--- src/rtl/seg7_count_scan.sv ---
// Four-digit BCD step counter driving a multiplexed, active-low 7-segment display.
// Ports:
//   clk     - system clock, rising edge
//   rst     - asynchronous active-low reset
//   step_in - asynchronous slow square wave; each rising edge requests one increment
//   en      - count enable (increments arriving while low are dropped)
//   clr     - synchronous clear, wins over a simultaneous increment
//   an      - active-low one-hot digit anodes, an[0] = rightmost digit
//   seg     - active-low cathodes, seg[0] = a .. seg[6] = g
//   dp      - active-low decimal point, held off
module seg7_count_scan #(
  parameter int unsigned REFRESH_DIV = 100000,
  parameter int unsigned BLANK_LZ    = 1
) (
  input  logic       clk,
  input  logic       rst,
  input  logic       step_in,
  input  logic       en,
  input  logic       clr,
  output logic [3:0] an,
  output logic [6:0] seg,
  output logic       dp
);

  localparam int unsigned PW = $clog2(REFRESH_DIV);
  localparam logic [PW-1:0] PRE_MAX = PW'(REFRESH_DIV - 1);

  logic            r_s1;
  logic            r_s2;
  logic            r_s3;
  logic            w_inc;
  logic [3:0][3:0] r_d;
  logic [3:0][3:0] w_d_inc;
  logic [4:0]      w_carry;
  logic [3:0]      w_lz;
  logic [PW-1:0]   r_pre;
  logic [1:0]      r_sel;
  logic [3:0]      w_cur;
  logic            w_blank;
  logic [6:0]      w_seg;
  logic [3:0]      w_an;
  logic [3:0]      r_an;
  logic [6:0]      r_seg;
  logic            r_dp;

  // Synchronizer plus history flop; s3 resetting low means a high step_in at reset release counts once.
  always_ff @(posedge clk or negedge rst) begin
    if (!rst) begin
      r_s1 <= 1'b0;
      r_s2 <= 1'b0;
      r_s3 <= 1'b0;
    end else begin
      r_s1 <= step_in;
      r_s2 <= r_s1;
      r_s3 <= r_s2;
    end
  end

  assign w_inc = r_s2 & ~r_s3;

  // Decimal ripple: a digit advances only when every lower digit is 9.
  assign w_carry[0] = 1'b1;
  assign w_carry[1] = w_carry[0] & (r_d[0] == 4'd9);
  assign w_carry[2] = w_carry[1] & (r_d[1] == 4'd9);
  assign w_carry[3] = w_carry[2] & (r_d[2] == 4'd9);
  assign w_carry[4] = w_carry[3] & (r_d[3] == 4'd9);

  always_comb begin
    w_d_inc = r_d;
    for (int i = 0; i < 4; i++) begin
      if (w_carry[i]) begin
        w_d_inc[i] = (r_d[i] == 4'd9) ? 4'd0 : r_d[i] + 4'd1;
      end
    end
  end

  // Count register; clear drops any coincident increment.
  always_ff @(posedge clk or negedge rst) begin
    if (!rst) begin
      r_d <= '0;
    end else if (clr) begin
      r_d <= '0;
    end else if (w_inc && en) begin
      r_d <= w_d_inc;
    end
  end

  // Refresh prescaler and digit select.
  always_ff @(posedge clk or negedge rst) begin
    if (!rst) begin
      r_pre <= '0;
      r_sel <= 2'd0;
    end else if (r_pre == PRE_MAX) begin
      r_pre <= '0;
      r_sel <= r_sel + 2'd1;
    end else begin
      r_pre <= r_pre + PW'(1);
    end
  end

  // w_lz[k]: digit k and all digits above it are zero.
  assign w_lz[3] = (r_d[3] == 4'd0);
  assign w_lz[2] = w_lz[3] & (r_d[2] == 4'd0);
  assign w_lz[1] = w_lz[2] & (r_d[1] == 4'd0);
  assign w_lz[0] = w_lz[1] & (r_d[0] == 4'd0);

  assign w_cur   = r_d[r_sel];
  assign w_blank = (BLANK_LZ != 0) && (r_sel != 2'd0) && w_lz[r_sel];
  assign w_an    = ~(4'b0001 << r_sel);

  // Active-low BCD decoder, bit order g..a.
  always_comb begin
    w_seg = 7'b1111111;
    case (w_cur)
      4'd0:    w_seg = 7'b1000000;
      4'd1:    w_seg = 7'b1111001;
      4'd2:    w_seg = 7'b0100100;
      4'd3:    w_seg = 7'b0110000;
      4'd4:    w_seg = 7'b0011001;
      4'd5:    w_seg = 7'b0010010;
      4'd6:    w_seg = 7'b0000010;
      4'd7:    w_seg = 7'b1111000;
      4'd8:    w_seg = 7'b0000000;
      4'd9:    w_seg = 7'b0010000;
      default: w_seg = 7'b1111111;
    endcase
  end

  // Display outputs reload every cycle so count changes show one clock later.
  always_ff @(posedge clk or negedge rst) begin
    if (!rst) begin
      r_an  <= 4'b1111;
      r_seg <= 7'b1111111;
      r_dp  <= 1'b1;
    end else begin
      r_an  <= w_an;
      r_seg <= w_blank ? 7'b1111111 : w_seg;
      r_dp  <= 1'b1;
    end
  end

  assign an  = r_an;
  assign seg = r_seg;
  assign dp  = r_dp;

endmodule
--- config.mk ---
export PLATFORM = sky130hd
export DESIGN_NAME = seg7_count_scan
export DESIGN_NICKNAME = d
export VERILOG_FILES = /design/src/rtl/seg7_count_scan.sv
export SDC_FILE = /design/constraint.sdc
export NUM_CORES = 1
export LEC_CHECK = 0
export ABC_AREA = 1
export BUFFER_PORTS_ARGS = -buffer_cell sky130_fd_sc_hd__buf_2
export CELL_PAD_IN_SITES_DETAIL_PLACEMENT = 0
export CELL_PAD_IN_SITES_GLOBAL_PLACEMENT = 1
export CORE_MARGIN = 2
export CORE_UTILIZATION = 49
export DETAILED_ROUTE_END_ITERATION = 12
export PLACE_DENSITY = 0.92
export SKIP_CTS_REPAIR_TIMING = 1
export SYNTH_ARGS = -nofsm -noshare
export SYNTH_HDL_FRONTEND = slang
export SYNTH_SLANG_ARGS = --single-unit
--- constraint.sdc ---
create_clock -name clk -period 3.8 [get_ports clk]
set_clock_uncertainty 0.05 [all_clocks]
set_input_delay 0.38 -clock clk [delete_from_list [all_inputs] [get_ports clk]]
set_output_delay 0.38 -clock clk [all_outputs]
set_load 0.01 [all_outputs]
==> report_table.html <==
<table>
<tr><th>Metric</th><th>Value</th></tr>
<tr><th colspan="2">CTS</th></tr>
<tr><td>Max H-tree Level</td><td>2</td></tr>
<tr><td>Reg clk slew, reported paths</td><td>90 ps</td></tr>
<tr><td>Number of buffers on the longest clock path</td><td>2</td></tr>
<tr><td>Clock latency reported for the late side of the worst-skew pair</td><td>310 ps</td></tr>
<tr><td>Clock net sink count</td><td>49</td></tr>
<tr><td>Clock tree from TritonCTS</td><td>done</td></tr>
<tr><td>Clock tree root buffer cell</td><td>clkbuf_8</td></tr>
<tr><td>Clock buffer count from CTS</td><td>5</td></tr>
<tr><th colspan="2">Global routing</th></tr>
<tr><td>Pin count of the biggest net entering global routing</td><td>27</td></tr>
<tr><td>Congestion Overflow GR</td><td>0</td></tr>
<tr><td>GR Util met2</td><td>32.9%</td></tr>
<tr><td>Antenna violations before repair</td><td>0</td></tr>
<tr><td>Wire length of the first global-routing pass</td><td>10300 µm</td></tr>
<tr><td>Overall global routing resource usage</td><td>20.6%</td></tr>
<tr><td>Busiest grt layer</td><td>met2</td></tr>
<tr><td>Met3 GRT Util</td><td>4.49%</td></tr>
<tr><td>Via count of the first global-routing pass</td><td>2296</td></tr>
<tr><td>Routing usage on met1</td><td>27.2%</td></tr>
<tr><th colspan="2">Pwr</th></tr>
<tr><td>Peak supply drop</td><td>0.000164 V</td></tr>
<tr><td>Fraction of power consumed by the clock network</td><td>34.1%</td></tr>
<tr><td>Power per cell area</td><td>342 nW/µm²</td></tr>
<tr><td>Net Sw Frac</td><td>27.9%</td></tr>
<tr><td>Internal Dissipation</td><td>0.000763 W</td></tr>
<tr><td>Register share of total power</td><td>55.0%</td></tr>
<tr><td>Comb power frac</td><td>10.9%</td></tr>
<tr><td>Leakage power</td><td>1.52 nW</td></tr>
<tr><td>Switching power</td><td>0.000295 W</td></tr>
<tr><th colspan="2">Worst hold path</th></tr>
<tr><td>Type of the tightest min-delay check</td><td>input port to async pin</td></tr>
<tr><th colspan="2">Timing</th></tr>
<tr><td>Number of endpoints with negative hold slack in the final report</td><td>0</td></tr>
<tr><td>Final critical-path setup slack</td><td>1870 ps</td></tr>
<tr><td>Worst slew margin</td><td>61.6%</td></tr>
<tr><td>Share of the clock period used by the worst path after layout</td><td>50.8%</td></tr>
<tr><td>Min Hold Slack</td><td>8.24 ps</td></tr>
<tr><td>Total negative setup slack</td><td>0 ps</td></tr>
<tr><td>Final slew viol count</td><td>0</td></tr>
<tr><td>Worst-Margin Slew</td><td>576 ps</td></tr>
<tr><td>Post-route minimum period</td><td>1930 ps</td></tr>
<tr><td>F_max</td><td>518 MHz</td></tr>
<tr><td>Endpoints failing setup</td><td>0</td></tr>
<tr><td>Unrepaired setup endpoints after global routing</td><td>no</td></tr>
<tr><th colspan="2">Routing</th></tr>
<tr><td>DRC</td><td>0</td></tr>
<tr><td>Post-detailed-route count of antenna-violating nets</td><td>0</td></tr>
<tr><td>Pre-antenna DRT Iters</td><td>4</td></tr>
<tr><td>Number of vias in the routed layout</td><td>2306</td></tr>
<tr><td>Initial DRC count</td><td>165</td></tr>
<tr><td>Via-to-Cell Ratio</td><td>5.19</td></tr>
<tr><td>Average wire length per cell after detail routing</td><td>12.9 µm</td></tr>
<tr><td>Overall routed net length</td><td>5730 µm</td></tr>
<tr><th colspan="2">Worst setup path</th></tr>
<tr><td>Depth of the worst register-to-register path</td><td>9</td></tr>
<tr><td>Maximum fanout encountered on the critical timing path</td><td>15</td></tr>
<tr><td>Crit Reg-Reg Startpoint</td><td>r_sel[0]$_DFFE_PN0N_</td></tr>
<tr><td>CP endpoint kind</td><td>flip-flop</td></tr>
<tr><td>Destination of the worst register-to-register timing path</td><td>seg[5]$_DFF_PN1_</td></tr>
<tr><td>Required time reported for the critical path endpoint</td><td>3980 ps</td></tr>
<tr><td>Category of the most critical setup path</td><td>flip-flop to flip-flop</td></tr>
<tr><td>Worst setup slack for register-to-register paths</td><td>1870 ps</td></tr>
<tr><td>Crit start category</td><td>flip-flop</td></tr>
<tr><td>Data arrival time of the worst path</td><td>2110 ps</td></tr>
<tr><th colspan="2">Logic synthesis</th></tr>
<tr><td>Count of flip-flops with a built-in enable after synthesis</td><td>0</td></tr>
<tr><td>Post-Synthesis Net Count</td><td>380</td></tr>
<tr><td>Total number of yosys warnings</td><td>0</td></tr>
<tr><td>Most common library cells after synthesis</td><td>79 x nand2_1, 51 x nand3_1, 44 x inv_1</td></tr>
<tr><td>Avg Inst Size Synth</td><td>8.08 µm²</td></tr>
<tr><td>Combined area of all synthesized cells</td><td>2850 µm²</td></tr>
<tr><td>Cells after Synth</td><td>353</td></tr>
<tr><td>Post-synthesis sequential element count</td><td>49</td></tr>
<tr><td>Main area contributors after synthesis</td><td>dfrtp_1 33%, nand2_1 10%, dfstp_2 10%, ha_1 9.6%, nand3_1 8.9%</td></tr>
<tr><td>Portion of synthesized cell area occupied by the leading cell type</td><td>33.3%</td></tr>
<tr><td>Top-count cell post-synth</td><td>nand2_1</td></tr>
<tr><td>Yosys cell types</td><td>28</td></tr>
<tr><td>Leading area contributor after synthesis</td><td>dfrtp_1</td></tr>
<tr><td>Share of synthesized area occupied by flip-flops and latches</td><td>43.5%</td></tr>
<tr><td>Fraction of registers with async set/reset</td><td>100%</td></tr>
<tr><td>Top flip-flop cell by instance count after synthesis</td><td>dfrtp_1</td></tr>
<tr><th colspan="2">Floorplanning</th></tr>
<tr><td>Die span in y</td><td>80.3 µm</td></tr>
<tr><td>Boundary Pins</td><td>17</td></tr>
<tr><td>Initial core utilization</td><td>51.2%</td></tr>
<tr><td>Core Footprint</td><td>5570 µm²</td></tr>
<tr><td>FP Rows</td><td>27</td></tr>
<tr><td>Floorplan die area</td><td>6450 µm²</td></tr>
<tr><td>DIE WIDTH</td><td>80.3 µm</td></tr>
<tr><th colspan="2">Run</th></tr>
<tr><td>Max-capacitance violation count</td><td>0</td></tr>
<tr><th colspan="2">Placement</th></tr>
<tr><td>Number of port buffers</td><td>15</td></tr>
<tr><td>Half-perimeter wire length after placement</td><td>4250 µm</td></tr>
<tr><td>Worst slack at placement</td><td>1890 ps</td></tr>
<tr><td>Placer's final routability congestion estimate</td><td>0.833</td></tr>
<tr><td>Total placed instance area</td><td>2980 µm²</td></tr>
<tr><th colspan="2">Layout</th></tr>
<tr><td>Final design area excluding fillers</td><td>3090 µm²</td></tr>
<tr><td>Final core area utilization</td><td>55.5%</td></tr>
<tr><td>Diode count</td><td>0</td></tr>
<tr><td>Ratio of cells with drive above 1 in the final layout</td><td>16.4%</td></tr>
<tr><td>Layout overhead on the synthesized area</td><td>8.42%</td></tr>
<tr><td>Final nets</td><td>398</td></tr>
<tr><th colspan="2">Status</th></tr>
<tr><td>Run status</td><td>finished clean</td></tr>
</table>
## critical path, cell delays in order (launching register included)
cell and delay (ps):
dfrtp_1 630, inv_2 210, nand2_1 110, nand3_1 60
nand2_1 170, inv_1 90, ha_1 180, nand3b_1 170
nand3_1 100, nand3_1 80
## power groups by stage
stage	sequential, W	combinational, W	clock, W
final	0.000582	0.000116	0.000360
after global routing	0.000586	0.000138	0.000388
after CTS	0.000581	0.000118	0.000369
after detailed placement	0.000591	0.000118	0
after global placement	0.000591	0.000115	0
after floorplan	0.000583	0.0000811	0
## cells by family after synthesis
family	count (synthesis)	synth area share (%)
simple gates	190	31.1
other cells	1	0.131
compound gates	28	5.18
flops	49	43.5
buf+inv	56	8.33
fa+ha+maj	22	9.65
xor+xnor	7	2.15
## metal layers
layer / wire (µm) / vias up
met3: 195 / 14
li1: - / 1156
met5: 0 / -
met1: 2760 / 1097
met4: 137 / 0
met2: 2630 / 39
## cells in the final DEF, fill, tap and decap left out, types with 3 or more instances in the layout
| master | Yosys | routed |
|---|---|---|
| inv_1 | 44 | 44 |
| nand4_1 | 11 | 11 |
| o21ai_1 | 7 | 7 |
| clkbuf_8 | 0 | 5 |
| o21ai_0 | 14 | 14 |
| nor2_1 | 27 | 27 |
| nor2_4 | 3 | 3 |
| nand2_1 | 79 | 79 |
| nor2_2 | 4 | 4 |
| nand2_2 | 9 | 9 |
| ha_1 | 22 | 22 |
| dfstp_2 | 11 | 11 |
| nand3_1 | 51 | 51 |
| xor2_1 | 7 | 7 |
| a21oi_1 | 4 | 4 |
| inv_2 | 5 | 5 |
| buf_2 | 1 | 15 |
| dfrtp_1 | 38 | 38 |
## through the flow
stage | std cells | power (W)
after floorplan | 353 | 0.000664
after global placement | 436 | 0.000706
after detailed placement | 436 | 0.000708
after CTS | 444 | 0.00107
after global routing | 444 | 0.00111
final | 444 | 0.00106
## flip-flops by register name, indices dropped and copies added (netlist names)
signal / count
r_s2: 1
r_pre: 17
r_sel: 2
r_s1: 1
an: 4
r_d: 16
seg: 7
r_s3: 1
## cell type report
| type | instances | area (µm²) |
|---|---|---|
| Clock buffer | 6 | 93.8 |
| Sequential cell | 49 | 1240 |
| Clock inverter | 2 | 16.3 |
| Tap cell | 72 | 90.1 |
| Timing Repair Buffer | 16 | 82.6 |
| Inverter | 51 | 195 |
| Multi-Input combinational cell | 248 | 1380 |
| Fill cell | 533 | 2480 |
## worst max path at each step
stage / start / endpoint / slack [ps] / cells past startpoint
finish: r_sel[0]$_DFFE_PN0N_ / seg[5]$_DFF_PN1_ / 1870 / 9
global route: r_sel[0]$_DFFE_PN0N_ / seg[5]$_DFF_PN1_ / 1650 / 9
CTS: r_sel[0]$_DFFE_PN0N_ / seg[5]$_DFF_PN1_ / 1860 / 9
detailed placement: r_sel[0]$_DFFE_PN0N_ / seg[5]$_DFF_PN1_ / 1890 / 9
global placement: r_sel[0]$_DFFE_PN0N_ / seg[6]$_DFF_PN1_ / 2010 / 9
floorplan: r_sel[0]$_DFFE_PN0N_ / seg[6]$_DFF_PN1_ / 2300 / 9
Note: power is estimated with default switching activity, not from simulation.
